### src/rtl/instr_sequencer.sv
// Purpose: loads 16-bit instructions byte-wise and issues them in order to a consumer.
// Latency: first instruction is offered one cycle after start; sustains one transfer per cycle.
// Backpressure: inst_out and pc hold while inst_valid=1 and inst_ready=0.
module instr_sequencer #(
    parameter int         DEPTH   = 8,
    parameter logic [2:0] HALT_OP = 3'b111
) (
    input  logic                       clk,
    input  logic                       rst_n,
    input  logic [7:0]                 byte_in,
    input  logic                       byte_valid,
    input  logic                       start,
    input  logic                       abort,
    input  logic                       clear,
    output logic [15:0]                inst_out,
    output logic                       inst_valid,
    input  logic                       inst_ready,
    output logic [$clog2(DEPTH)-1:0]   pc,
    output logic [$clog2(DEPTH):0]     count,
    output logic                       busy,
    output logic                       done,
    output logic                       overflow
);
    localparam int PW = $clog2(DEPTH);
    localparam int CW = PW + 1;

    typedef enum logic [1:0] {
        S_IDLE = 2'b00,
        S_RUN  = 2'b01,
        S_DONE = 2'b10
    } state_t;

    state_t          r_state, w_state_nxt;
    logic [PW-1:0]   r_pc, w_pc_nxt;
    logic [CW-1:0]   r_count, w_count_nxt;
    logic            r_ovf, w_ovf_nxt;
    logic            r_phase, w_phase_nxt;
    logic [7:0]      r_lo, w_lo_nxt;
    logic            w_wr;
    logic [15:0]     r_mem [DEPTH];
    logic [15:0]     w_rd;
    logic            w_full;
    logic            w_last;
    logic            w_halt;

    assign w_rd   = r_mem[r_pc];
    assign w_full = (r_count == CW'(DEPTH));
    assign w_last = ({1'b0, r_pc} == (r_count - CW'(1)));
    assign w_halt = (w_rd[2:0] == HALT_OP);

    always_comb begin
        w_state_nxt = r_state;
        w_pc_nxt    = r_pc;
        w_count_nxt = r_count;
        w_ovf_nxt   = r_ovf;
        w_phase_nxt = r_phase;
        w_lo_nxt    = r_lo;
        w_wr        = 1'b0;
        if (clear) begin
            w_state_nxt = S_IDLE;
            w_pc_nxt    = '0;
            w_count_nxt = '0;
            w_ovf_nxt   = 1'b0;
            w_phase_nxt = 1'b0;
        end else if (r_state == S_RUN) begin
            if (abort) begin
                w_state_nxt = S_IDLE;
                w_pc_nxt    = '0;
            end else if (inst_ready) begin
                // The final transfer leaves pc on the last issued slot.
                if (w_halt || w_last) begin
                    w_state_nxt = S_DONE;
                end else begin
                    w_pc_nxt = r_pc + PW'(1);
                end
            end
        end else begin
            if (start) begin
                if (r_count != '0) begin
                    w_state_nxt = S_RUN;
                    w_pc_nxt    = '0;
                end
            end else if (byte_valid) begin
                w_state_nxt = S_IDLE;
                w_pc_nxt    = '0;
                if (w_full) begin
                    w_ovf_nxt = 1'b1;
                end else if (!r_phase) begin
                    w_lo_nxt    = byte_in;
                    w_phase_nxt = 1'b1;
                end else begin
                    w_wr        = 1'b1;
                    w_count_nxt = r_count + CW'(1);
                    w_phase_nxt = 1'b0;
                end
            end
        end
    end

    always_ff @(posedge clk or negedge rst_n) begin
        if (!rst_n) begin
            r_state <= S_IDLE;
            r_pc    <= '0;
            r_count <= '0;
            r_ovf   <= 1'b0;
            r_phase <= 1'b0;
            r_lo    <= '0;
        end else begin
            r_state <= w_state_nxt;
            r_pc    <= w_pc_nxt;
            r_count <= w_count_nxt;
            r_ovf   <= w_ovf_nxt;
            r_phase <= w_phase_nxt;
            r_lo    <= w_lo_nxt;
        end
    end

    // Program storage carries no reset; only written slots are ever offered.
    always_ff @(posedge clk) begin
        if (w_wr) begin
            r_mem[r_count[PW-1:0]] <= {byte_in, r_lo};
        end
    end

    assign busy       = (r_state == S_RUN);
    assign done       = (r_state == S_DONE);
    assign inst_valid = busy;
    assign inst_out   = busy ? w_rd : 16'h0000;
    assign pc         = r_pc;
    assign count      = r_count;
    assign overflow   = r_ovf;
endmodule

### config.mk
export PLATFORM = sky130hd
export DESIGN_NAME = instr_sequencer
export DESIGN_NICKNAME = d
export VERILOG_FILES = /design/src/rtl/instr_sequencer.sv
export SDC_FILE = /design/constraint.sdc
export NUM_CORES = 1
export LEC_CHECK = 0
export BUFFER_PORTS_ARGS = -buffer_cell sky130_fd_sc_hd__buf_4
export CORE_MARGIN = 1
export CORE_UTILIZATION = 52
export DETAILED_ROUTE_END_ITERATION = 10
export GPL_TIMING_DRIVEN = 1
export PLACE_DENSITY = 0.75
export SLEW_MARGIN = 30
export SYNTH_ARGS = -nofsm -noshare
export SYNTH_HDL_FRONTEND = slang
export SYNTH_SLANG_ARGS = --single-unit
### constraint.sdc
create_clock -name clk -period 4.85 [get_ports clk]
set_input_delay 0 -clock clk [delete_from_list [all_inputs] [get_ports clk]]
set_output_delay 0 -clock clk [all_outputs]
set_load 0.005 [all_outputs]
## Word level (Yosys, flattened, before mapping)

Memories as Yosys holds them, arrays and structs flattened.
Cells that the tools add are included.
Widths: inputs -> output; s select.

| operators by class | value |
|---|---|
| add/subtract/negate cells | 3 |
| equality and inequality tests | 12 |
| muxes and demuxes | 42 |
| bitwise operators | 5 |
| reduce and logical (&&, ||, !) cells | 12 |

Operators by type and width:

| kind | count |
|---|---|
| $mux 3 | 8 |
| $mux 4 | 6 |
| $mux 1 | 19 |
| $mux 16 | 1 |
| $mux 2 | 8 |
| $reduce_and 4->1 | 4 |
| $ne 4x4->1 const B | 2 |
| $reduce_bool 4->1 | 2 |
| $reduce_and 6->1 | 1 |
| $reduce_bool 2->1 | 3 |
| $not 1->1 | 5 |
| $reduce_and 5->1 | 1 |
| $add 4x1->4 const B | 1 |
| $eq 3x4->1 | 1 |
| $eq 4x4->1 const B | 1 |
| $ne 2x2->1 const B | 2 |
| $ne 4x1->1 const B | 1 |
| $ne 4x3->1 const B | 1 |
| $sub 4x1->4 const B | 1 |
| $add 3x1->3 const B | 1 |
| $eq 3x3->1 const B | 1 |
| $eq 2x1->1 const B | 1 |
| $eq 2x2->1 const B | 1 |
| $ne 2x1->1 const B | 1 |
| $logic_or 1x1->1 | 1 |

| word-level totals | value |
|---|---|
| register bits after elaboration | 19 |
| memory bits (writable) | 128 |
| input bits | 15 |
| output and inout bits | 27 |
| word-level logic and storage cells | 81 |
| memories | 1 |

Memories:

| name | depth | width | rd ports | clocked after memory_dff | wr ports | RTL line | source |
|---|---|---|---|---|---|---|---|
| r_mem | 8 | 16 | 1 | 0 | 1 | 40 | `logic [15:0] r_mem [DEPTH];` |

## Depth between registers and ports, before layout

Gate-level depths: netlist (run 1).

| depth | value |
|---|---|
| depth after elaboration | 8 |
| depth in mapped cells | 8 |
| gate-level depth less buffers | 7 |

## Least setup slack after synthesis (run 1)

OpenSTA, ideal clock, no wires.

| timing path | value |
|---|---|
| path type | register to register |
| start | register r_count[1] (netlist: count[1]) |
| end | memory r_mem[1][0], enable pin |
| library setup time | 409 ps |
| data arrival time | 2600 ps |
| required time | 4441 ps |
| setup slack | 1840 ps |
| cell stages (with the launch flop) | 9 |
| buffers on the path | 1 |
| clock period less this slack | 3010 ps |
| cell sequence | dfrtp_1 clkbuf_1 inv_1 ha_1 nand3b_1 nand3_1 nor2_1 nand3_1 nor3_1 |

| on the way | value |
|---|---|
| cells in the longest elaborated chain, start to end | 8 |

Ends and longest elaborated chain:

| item | RTL line | source |
|---|---|---|
| start, declared | 35 | `logic [CW-1:0] r_count, w_count_nxt;` |
| start signal, assigned | 111 | `r_count <= w_count_nxt;` |
| $eq 4x4->1 | 47 | `assign w_full = (r_count == CW'(DEPTH));` |
| $mux 1 | 86 | `if (w_full) begin` |
| $mux 1 | 83 | `end else if (byte_valid) begin` |
| $mux 1 | 78 | `if (start) begin` |
| $mux 1 | 65 | `end else if (r_state == S_RUN) begin` |
| $mux 1 | 59 | `if (clear) begin` |
| $mux 1 | 120 | `if (w_wr) begin` |
| $mux 1 (implied by the code) | 121 | `r_mem[r_count[PW-1:0]] <= {byte_in, r_lo};` |
| end, declared | 40 |  |

Several ways; a longest one is shown, not always the timed one.

## Worst setup path after layout (run 1)

| timing path | value |
|---|---|
| start | register r_pc[0] (netlist: pc[0]) |
| end | output inst_out[9] |

| on the way | value |
|---|---|
| cells in the longest elaborated chain, start to end | 2 |

Ends and longest elaborated chain:

| item | RTL line | source |
|---|---|---|
| start, declared | 34 | `logic [PW-1:0] r_pc, w_pc_nxt;` |
| start signal, assigned | 110 | `r_pc <= w_pc_nxt;` |
| $mem_v2 8x16 | n/a |  |
| $mux 16 | 128 | `assign inst_out = busy ? w_rd : 16'h0000;` |
| end, declared | 15 | `output logic [15:0] inst_out,` |

Every way passes these cells.

==> reports/results.ini, run 1 <==
[sta]
drv_slew=0
tightestPinTransition_ns=0.916
final.setup_skew_ns=0.00815
post-route-period-util_pct=54.9
setup_tns_ns=0
hold_viol=0
layout_min_cycle_time_ns=2.66
rsz0062_at_grt=no
clock.fmax_mhz=375
slew_headroom_pct=38.6
setup_viol=0

[clock_network]
clk_pin_slew_worst_paths_ns=0.06
cts_root_buf=clkbuf_16
holdBufCountCts=12
clk_latency_ns=0.41
htreeDepth=4
clock_path_buffers=2
cts_tree=yes
cts_buffers=17
cts_num_sinks=147
post_cts_resized=0
post_cts_buffers=0

[grt]
track_usage_pct=22.2
grt_start_max_net_pins=30
grt_pass1_wl_um=17900
grt_antenna_before_repair=0
overflow=0
grt_pass1_vias=3166

[drt]
wl_met2_um=5990
first_pass_iters=4
detail-route-antenna-nets=0
met3WireLength_um=729
route.vias.total=3090
drt_iter0_markers=237
maxUsedRoutingLayer=met4
routed_wl_um=11800
via_per_inst=5.78
wl_met1_um=4840
routedWlPerCell_um=22.0
drcViolationCount=0

[synthesis]
synth_top_area_share_pct=64.9
syn_area_per_cell_sq_um=18.9
synth_nets=332
synth_area_sq_um=5920
ys_top_cells_by_area=edfxtp_1 65%, mux4_2 12%, dfrtp_1 8.0%
synthTopCellsByCount=128 x edfxtp_1, 32 x mux4_2, 31 x nor2_1
synth_top_area_cell=edfxtp_1
netlist-cell-type-count=42
yosys_warnings=0
synth_edf_count=128
synth_flop_cell=edfxtp_1
async_flop_share_pct=12.9
yosysMostFrequentCell=edfxtp_1
netlist_instances=313
synth_seq_cells=147
yosysSeqAreaShare_pct=73.0

[worst_setup_path]
cp.arrival_ns=2.66
critPathLaunchType=flip-flop
reg2reg_depth=5
cp_max_fo=23
r2r_end=pc[0]$_DFFE_PN0P_
cp-end-kind=output port
crit_start=pc[0]$_DFFE_PN0P_
r2r_slack_ns=2.31
r2r-start=pc[0]$_DFFE_PN0P_
endpoint=inst_out[9]
worstSetupPathType=reg -> out
required_ns=4.85

[floorplan]
die_h_um=109
die_area_sq_um=11800
die_w_um=109
core-area_sq_um=11000
row_count=38
ioPinCount=42
initial_core_util_pct=53.9

[power_and_ir_drop]
peakVddDrop_uv=270
power_leakage_nw=2.50
p_per_area_nw_per_um2=409

[finish]
area_growth_syn_to_layout_pct=21.4
antennaDiodeCount=0
fin_nets=401
drive_gt1_share_pct=30.9
fin_area_sq_um=7190

[min_path]
hold_class=in -> async

[placed_design]
placed_area_sq_um=6430
dp_hpwl_um=6330
gp_congestion=0.738
numPortBuffers=41

[outcome]
status=completed

[job]
cap_violations=0

## report_power, final
part	switching (mW)	leakage, nW	total [mW]	internal (mW)
Combinational	0.0395	0.794	0.0785	0.0390
Sequential	0.0408	1.40	1.47	1.43
Clock	0.485	0.305	1.39	0.905
Total	0.565	2.50	2.94	2.38
## flip-flops by register name, indices dropped and copies added (netlist names)
| signal | count |
|---|---|
| overflow | 1 |
| r_state | 2 |
| pc | 3 |
| r_lo | 8 |
| r_phase | 1 |
| r_mem | 128 |
| count | 4 |
## per-stage QoR
stage	hold slack (ns)	utilization [%]	power [mW]	cells	setup WS (ns)
floorplan	-0.296	-	1.52	313	1.84
global placement	-0.0887	58.5	1.56	491	2.36
detailed placement	-0.0833	58.5	1.57	491	2.34
CTS	0.0327	65.4	2.96	535	2.10
global route	0.0423	65.4	3.02	535	1.96
finish	0.0229	65.4	2.94	535	2.19
## area by class of cell
class / instances / area, sq um
sequential: 147 / 4320
clock inverter: 8 / 150
timing repair buffer: 65 / 518
inverter: 8 / 30.0
tap: 140 / 175
fill: 743 / 3800
clock buffer: 24 / 482
multi-input combinational: 143 / 1510
## routing by layer
| metal | up-vias | global-route usage (%) |
|---|---|---|
| met1 | 1592 | 28.8 |
| met2 | 107 | 36.1 |
| met5 | - | 0 |
| met4 | 0 | 8.98 |
| li1 | 1376 | - |
| met3 | 15 | 5.86 |
## worst min path at each step
stage                     start                   end  slack, ns  cells past startpoint
after global routing      rst_n   r_lo[6]$_DFFE_PN0P_       0.04                      2
after floorplan           rst_n  count[0]$_DFFE_PN0P_      -0.30                      0
final                     rst_n   r_lo[7]$_DFFE_PN0P_       0.02                      2
after global placement    rst_n   r_lo[6]$_DFFE_PN0P_      -0.09                      1
after CTS                 rst_n     pc[1]$_DFFE_PN0P_       0.03                      2
after detailed placement  rst_n   r_lo[6]$_DFFE_PN0P_      -0.08                      1
## cell families (layout without fill, tap and decap cells)
family                     count (synthesis)  count (layout)  share of synthesized area (%)
DFF                                      147             147                           73.0
and+or+nand+nor                           61              61                           5.03
muxes                                     57              57                           16.6
buffers and inverters                     23             105                           1.78
AOI/OAI and AO/OA                         17              17                           1.92
adders and majority gates                  4               4                          0.846
xor gates and xnor gates                   4               4                          0.824
## cell usage in the layout (no fill, tap or decap), types with 5 or more instances in the layout
cell and n:
mux4_2 32, nand3_1 5, a21oi_1 5, dfrtp_1 18, mux2_1 8, dlygate4sd3_1 12, nor2_1 31, edfxtp_1 128
mux2i_1 16, buf_4 53, clkbuf_16 17, inv_1 5
## worst max-delay path, cell delays in order (launching register included)
cell and delay, ns:
dfrtp_2 0.83, buf_4 0.43, mux4_2 0.55, mux2i_1 0.22
nor2_1 0.07, buf_4 0.14
(Power assumes the default switching activity.)
==> inputs of run 2 (changes only) <==
--- a/config.mk
+++ b/config.mk
@@ -10,7 +10,7 @@
 export CORE_UTILIZATION = 52
 export DETAILED_ROUTE_END_ITERATION = 10
 export GPL_TIMING_DRIVEN = 1
-export PLACE_DENSITY = 0.75
+export PLACE_DENSITY = 0.78
 export SLEW_MARGIN = 30
 export SYNTH_ARGS = -nofsm -noshare
 export SYNTH_HDL_FRONTEND = slang
==> constraint.sdc (replaced) <==
create_clock -name clk -period 2.1 [get_ports clk]
set_input_delay 0 -clock clk [delete_from_list [all_inputs] [get_ports clk]]
set_output_delay 0 -clock clk [all_outputs]
set_load 0.005 [all_outputs]
==> run 2 against run 1 <==
- sequential power increased by 130%
- register-to-register slack got worse by 2.3 ns
- combinational power increased to 2.6 times the previous value
- clock-buffer cell count decreased by 7
- flip-flop and latch count unchanged
- hold slack got worse by 0.0045 ns
- final cell count increased by 3.4%
- sequential share of layout area decreased by 2.7 points
- utilization increased by 3.1 points
- via count increased by 2.2%
- largest cell class unchanged
- highest routed layer unchanged
==> reports/results.ini, run 2 (synthesized netlist as in run 1, its figures left out) <==
[floorplan]
ioPinCount=42
die_w_um=109
core-area_sq_um=11000
initial_core_util_pct=53.9
die_area_sq_um=11800
die_h_um=109
row_count=38

[finish]
fin_nets=419
drive_gt1_share_pct=37.8
area_growth_syn_to_layout_pct=27.1
largest_reg_flops=128
fillers=698
layout.cells.most_common_list=128 x edfxtp_1, 61 x buf_4, 32 x mux4_2, 24 x nor2_1
antennaDiodeCount=0
fin_area_sq_um=7520
layout_commonest_cell=edfxtp_1

[job]
cap_violations=0

[power_and_ir_drop]
peakVddDrop_uv=579
p_per_area_nw_per_um2=876
power_leakage_nw=2.58

[clock_network]
cts_num_sinks=147
clk_pin_slew_worst_paths_ns=0.06
cts_tree=yes
htreeDepth=4
clock_path_buffers=2
cts_buffers=17
clk_latency_ns=0.41
cts_root_buf=clkbuf_16

[outcome]
status=completed

[placed_design]
numPortBuffers=41
gp_congestion=0.849
placed_area_sq_um=6740
dp_hpwl_um=6640

[worst_setup_path]
cp_max_fo=5
crit_slowest_cell=mux4_2
worstSetupPathType=reg -> reg
cp.arrival_ns=2.40
crit_chain=buf_6, mux4_2, mux2i_2, o32ai_2, or4b_1, nand3_1
critPathLaunchType=flip-flop
max_stage_delay_ns=0.50
cp-end-kind=flip-flop
required_ns=2.44

[drt]
first_pass_iters=4
routed_wl_um=11600
routedWlPerCell_um=21.0
drt_iter0_markers=274
detail-route-antenna-nets=0
drcViolationCount=0
via_per_inst=5.71
route.vias.total=3157

[sta]
final.setup_skew_ns=0.00824
hold_viol=0
setup_tns_ns=0
layout_min_cycle_time_ns=2.06
drv_slew=0
slew_headroom_pct=72.5
post-route-period-util_pct=98.0
rsz0062_at_grt=yes
tightestPinTransition_ns=0.407
setup_viol=0
clock.fmax_mhz=486

[min_path]
hold_class=in -> async

[grt]
busiest_layer=met2
grt_pass1_wl_um=17500
overflow=0
grt_start_max_net_pins=21
grtUsageMet3_pct=4.48
track_usage_pct=21.5
grt_util_met1_pct=27.3
grt_antenna_before_repair=0
use_met2_pct=35.7
grt_pass1_vias=3194

-- run 2: timing repair --
item                                    in CTS  in global routing
endpoints found under the hold margin      100                  0
setup buffers                                3                  2
resized for setup                            4                  3
pin swaps                                    0                  0
endpoints found under the setup margin       8                 23
hold buffers                                12                  0
-- run 2: metal layers --
metal	up-vias	wire length, um
met1	1634	4750
met2	90	6160
met5	-	0
li1	1419	-
met4	0	178
met3	14	537
-- run 2: per-stage QoR --
stage | hold WS, ns | utilization, % | cells | worst slack (ns) | power [mW]
2_1_floorplan | -0.296 | - | 313 | -0.139 | 3.52
3_3_place_gp | -0.0955 | 61.3 | 504 | 0.0683 | 3.62
3_5_place_dp | -0.0920 | 61.3 | 504 | 0.00939 | 3.64
4_1_cts | 0.00823 | 68.2 | 551 | 0.00663 | 6.62
5_1_grt | 0.0150 | 68.5 | 553 | -0.0466 | 6.77
6_report | 0.0184 | 68.5 | 553 | 0.0429 | 6.59
-- run 2: layout make-up --
class / instances / area, sq um / area share, %
Multi-Input combinational cell: 143 / 1640 / 21.8
Clock inverter: 15 / 165 / 2.20
Clock buffer: 17 / 425 / 5.66
Timing Repair Buffer: 83 / 764 / 10.2
Inverter: 8 / 32.5 / 0.432
Sequential cell: 147 / 4320 / 57.5
Tap cell: 140 / 175 / 2.33
-- run 2: critical path: cells and delay by family (launching register included) --
kind                   cells  cell delay (ns)
AO/OA/AOI/OAI              1             0.13
buffers and inverters      1             0.14
multiplexers               2             0.70
AND/OR/NAND/NOR            2             0.59
flip-flops                 1             0.42
-- run 2: path summary, 6_finish.rpt --
check | start | endpoint | slack, ns | cells past startpoint
setup reg to reg | pc[0]$_DFFE_PN0P_ | pc[2]$_DFFE_PN0P_ | 0.04 | 6
min in group clk | byte_valid | overflow$_DFFE_PN0P_ | 0.12 | 4
setup / recovery | pc[0]$_DFFE_PN0P_ | pc[2]$_DFFE_PN0P_ | 0.04 | 6
hold reg to reg | overflow$_DFFE_PN0P_ | overflow$_DFFE_PN0P_ | 0.52 | 2
max in group asynchronous | rst_n | pc[0]$_DFFE_PN0P_ | 1.84 | 2
hold / removal | rst_n | r_state[1]$_DFFE_PN0P_ | 0.02 | 2
-- run 2: report_power, final --
| part | leakage (nW) | internal (mW) | switching [mW] | total, mW |
|---|---|---|---|---|
| clock | 0.282 | 1.85 | 1.13 | 2.99 |
| sequential | 1.40 | 3.31 | 0.0921 | 3.40 |
| combinational | 0.898 | 0.102 | 0.0985 | 0.201 |
| total | 2.58 | 5.26 | 1.32 | 6.59 |
==> inputs of run 3 (changes only) <==
--- a/config.mk
+++ b/config.mk
@@ -5,6 +5,7 @@
 export SDC_FILE = /design/constraint.sdc
 export NUM_CORES = 1
 export LEC_CHECK = 0
+export ABC_AREA = 1
 export BUFFER_PORTS_ARGS = -buffer_cell sky130_fd_sc_hd__buf_4
 export CORE_MARGIN = 1
 export CORE_UTILIZATION = 52
==> run 3 against run 2 <==
- routed wire length rose by 18%
- area after synthesis is 4.0% higher
- clock skew decreased by 0.00066 ns
- hold slack worse by 0.015 ns
- critical path type is now reg -> out
- largest cell class unchanged
- highest routed layer unchanged
- critical endpoint is now inst_out[12]
- non-clock buffer count shrank 3
- flip-flop and latch count did not move
==> reports/results.ini, run 3 <==
[outcome]
status=completed

[placed_design]
gp_congestion=0.836
numPlacedInstances=712
dp_hpwl_um=8240
pre_cts_slack_ns=0.103
numPortBuffers=41

[finish]
drive_gt1_share_pct=22.6
layout.cells.most_common_list=128 x edfxtp_1, 90 x nor2_1, 62 x nand2_1, 60 x o21ai_0, 57 x buf_4
fillers=739
area_growth_syn_to_layout_pct=24.0
largest_reg_flops=128
fin_nets=621
stdcell_count=758
final_core_util_pct=66.6
antennaDiodeCount=0
layout_commonest_cell=edfxtp_1

[sta]
final.setup_skew_ns=0.00757
layout_min_cycle_time_ns=2.01
drv_slew=0
rsz0062_at_grt=yes
fin_ws_ns=0.0938
setup_viol=0
slew_headroom_pct=73.1
hold_viol=0
tightestPinTransition_ns=0.403
post-route-period-util_pct=95.5
clock.fmax_mhz=498

[grt]
grt_pass1_vias=4323
overflow=0
grt_start_max_net_pins=37
grt_antenna_before_repair=0
grt_pass1_wl_um=21600
track_usage_pct=23.4

[drt]
first_pass_iters=5
detail-route-antenna-nets=0
drcViolationCount=0
route.vias.total=4266
routedWlPerCell_um=18.1
routed_wl_um=13700
wl_met1_um=5510
met3WireLength_um=858
maxUsedRoutingLayer=met4
via_per_inst=5.63
wl_met2_um=7010
drt_iter0_markers=356

[worst_setup_path]
reg2reg_depth=10
worstSetupPathType=reg -> out
r2r-start=r_state[0]$_DFFE_PN0P_
critPathLaunchType=flip-flop
cp-end-kind=output port
r2r_end=r_mem[6][4]$_DFFE_PP_
required_ns=2.10
endpoint=inst_out[12]
cp_max_fo=33
crit_start=pc[0]$_DFFE_PN0P_
cp.arrival_ns=2.01
r2r_slack_ns=0.13

[floorplan]
core-area_sq_um=11500
die_area_sq_um=12300
row_count=39
ioPinCount=42
initial_core_util_pct=53.7
die_h_um=111
die_w_um=111

[synthesis]
yosysMostFrequentCell=edfxtp_1
synth_top_area_cell=edfxtp_1
yosysSeqAreaShare_pct=70.1
synth_flop_cell=edfxtp_1
yosys_warnings=0
synth_seq_cells=147
netlist-cell-type-count=27
syn_area_per_cell_sq_um=11.6
synth_edf_count=128
ys_top_cells_by_area=edfxtp_1 62%, dfrtp_1 7.7%, nor2_1 5.7%
synthTopCellsByCount=128 x edfxtp_1, 94 x nor2_1, 64 x nand2_1
async_flop_share_pct=12.9
synth_area_sq_um=6160
synth_nets=551
synth_top_area_share_pct=62.4
netlist_instances=532

[power_and_ir_drop]
power_leakage_nw=2.94
p_per_area_nw_per_um2=903
peakVddDrop_uv=734

[clock_network]
clock_path_buffers=2
cts_buffers=17
htreeDepth=4
clk_latency_ns=0.42
cts_num_sinks=147
clk_pin_slew_worst_paths_ns=0.06
cts_tree=yes
cts_root_buf=clkbuf_16

[min_path]
hold_class=in -> async

[job]
cap_violations=0

[run 3: changes by cell type after synthesis, moves of 9 or more]
| cell | change |
|---|---|
| buf_2 | +9 |
| o21ai_0 | +60 |
| nor2_1 | +63 |
| o22ai_1 | +14 |
| mux2i_1 | -16 |
| inv_1 | +30 |
| mux4_2 | -32 |
| nand2_1 | +60 |
| a31oi_1 | +12 |
| nand3_1 | +17 |
[run 3: final cells by class]
type	instances	area [sq um]	share of cell area [%]
clock inverter	13	149	1.95
sequential	147	4320	56.6
timing repair buffer	80	724	9.49
inverter	41	170	2.23
clock buffer	19	453	5.93
tap	143	179	2.34
multi-input combinational	315	1640	21.5
[run 3: worst min-delay path by stage]
stage	start	end	depth (start not counted)
after floorplan	rst_n	count[0]$_DFFE_PN0P_	0
after global placement	rst_n	pc[2]$_DFFE_PN0P_	1
after detailed placement	rst_n	pc[2]$_DFFE_PN0P_	1
after CTS	rst_n	r_state[1]$_DFFE_PN0P_	2
after global routing	rst_n	r_lo[1]$_DFFE_PN0P_	2
final	rst_n	pc[2]$_DFFE_PN0P_	2
[run 3: metal layers]
metal,up-vias,GRT usage [%]
li1,1998,-
met1,2078,28.8
met2,163,39.0
met3,27,6.12
met4,0,10.4
met5,-,0
[run 3: worst max-delay path: stages, from the launching register on]
cell and delay (ns):
dfrtp_2 0.40, buf_4 0.34, o21ai_0 0.19, o22ai_1 0.17, o21ai_0 0.10, a31oi_1 0.22, buf_4 0.15
[run 3: cells by family after synthesis]
kind of cell | count (synthesis) | synth area share [%]
flops | 147 | 70.1
fa+ha+maj | 4 | 0.813
xor+xnor | 4 | 0.569
compound gates | 98 | 8.56
simple gates | 201 | 13.6
buf+inv | 70 | 4.88
mux | 8 | 1.46
[run 3: metrics by stage]
step                      area (sq um)  power, mW  setup TNS, ns  hold WS (ns)
after floorplan                   6250       3.71          -3.64        -0.296
after detailed placement          6850       3.93              0       -0.0986
final                             7640       6.90              0       0.00307
after global routing              7640       7.11        -0.0455        0.0198
after CTS                         7580       6.92              0       0.00347
after global placement            6850       3.91              0        -0.104
[run 3: repair_timing]
item / 4_1_cts / 5_1_grt
hold buffers: 12 / 0
setup buffers: 0 / 2
hold endpoints to repair: 97 / 0
endpoints found under the setup margin: 7 / 90
pin swaps: 0 / 2
gates resized for setup: 2 / 14
[run 3: power by group]
| group | total (mW) | switching (mW) | internal [mW] | leakage, nW |
|---|---|---|---|---|
| Combinational | 0.424 | 0.239 | 0.185 | 1.25 |
| Sequential | 3.47 | 0.128 | 3.34 | 1.40 |
| Clock | 3.00 | 1.18 | 1.83 | 0.292 |
| Total | 6.90 | 1.54 | 5.35 | 2.94 |
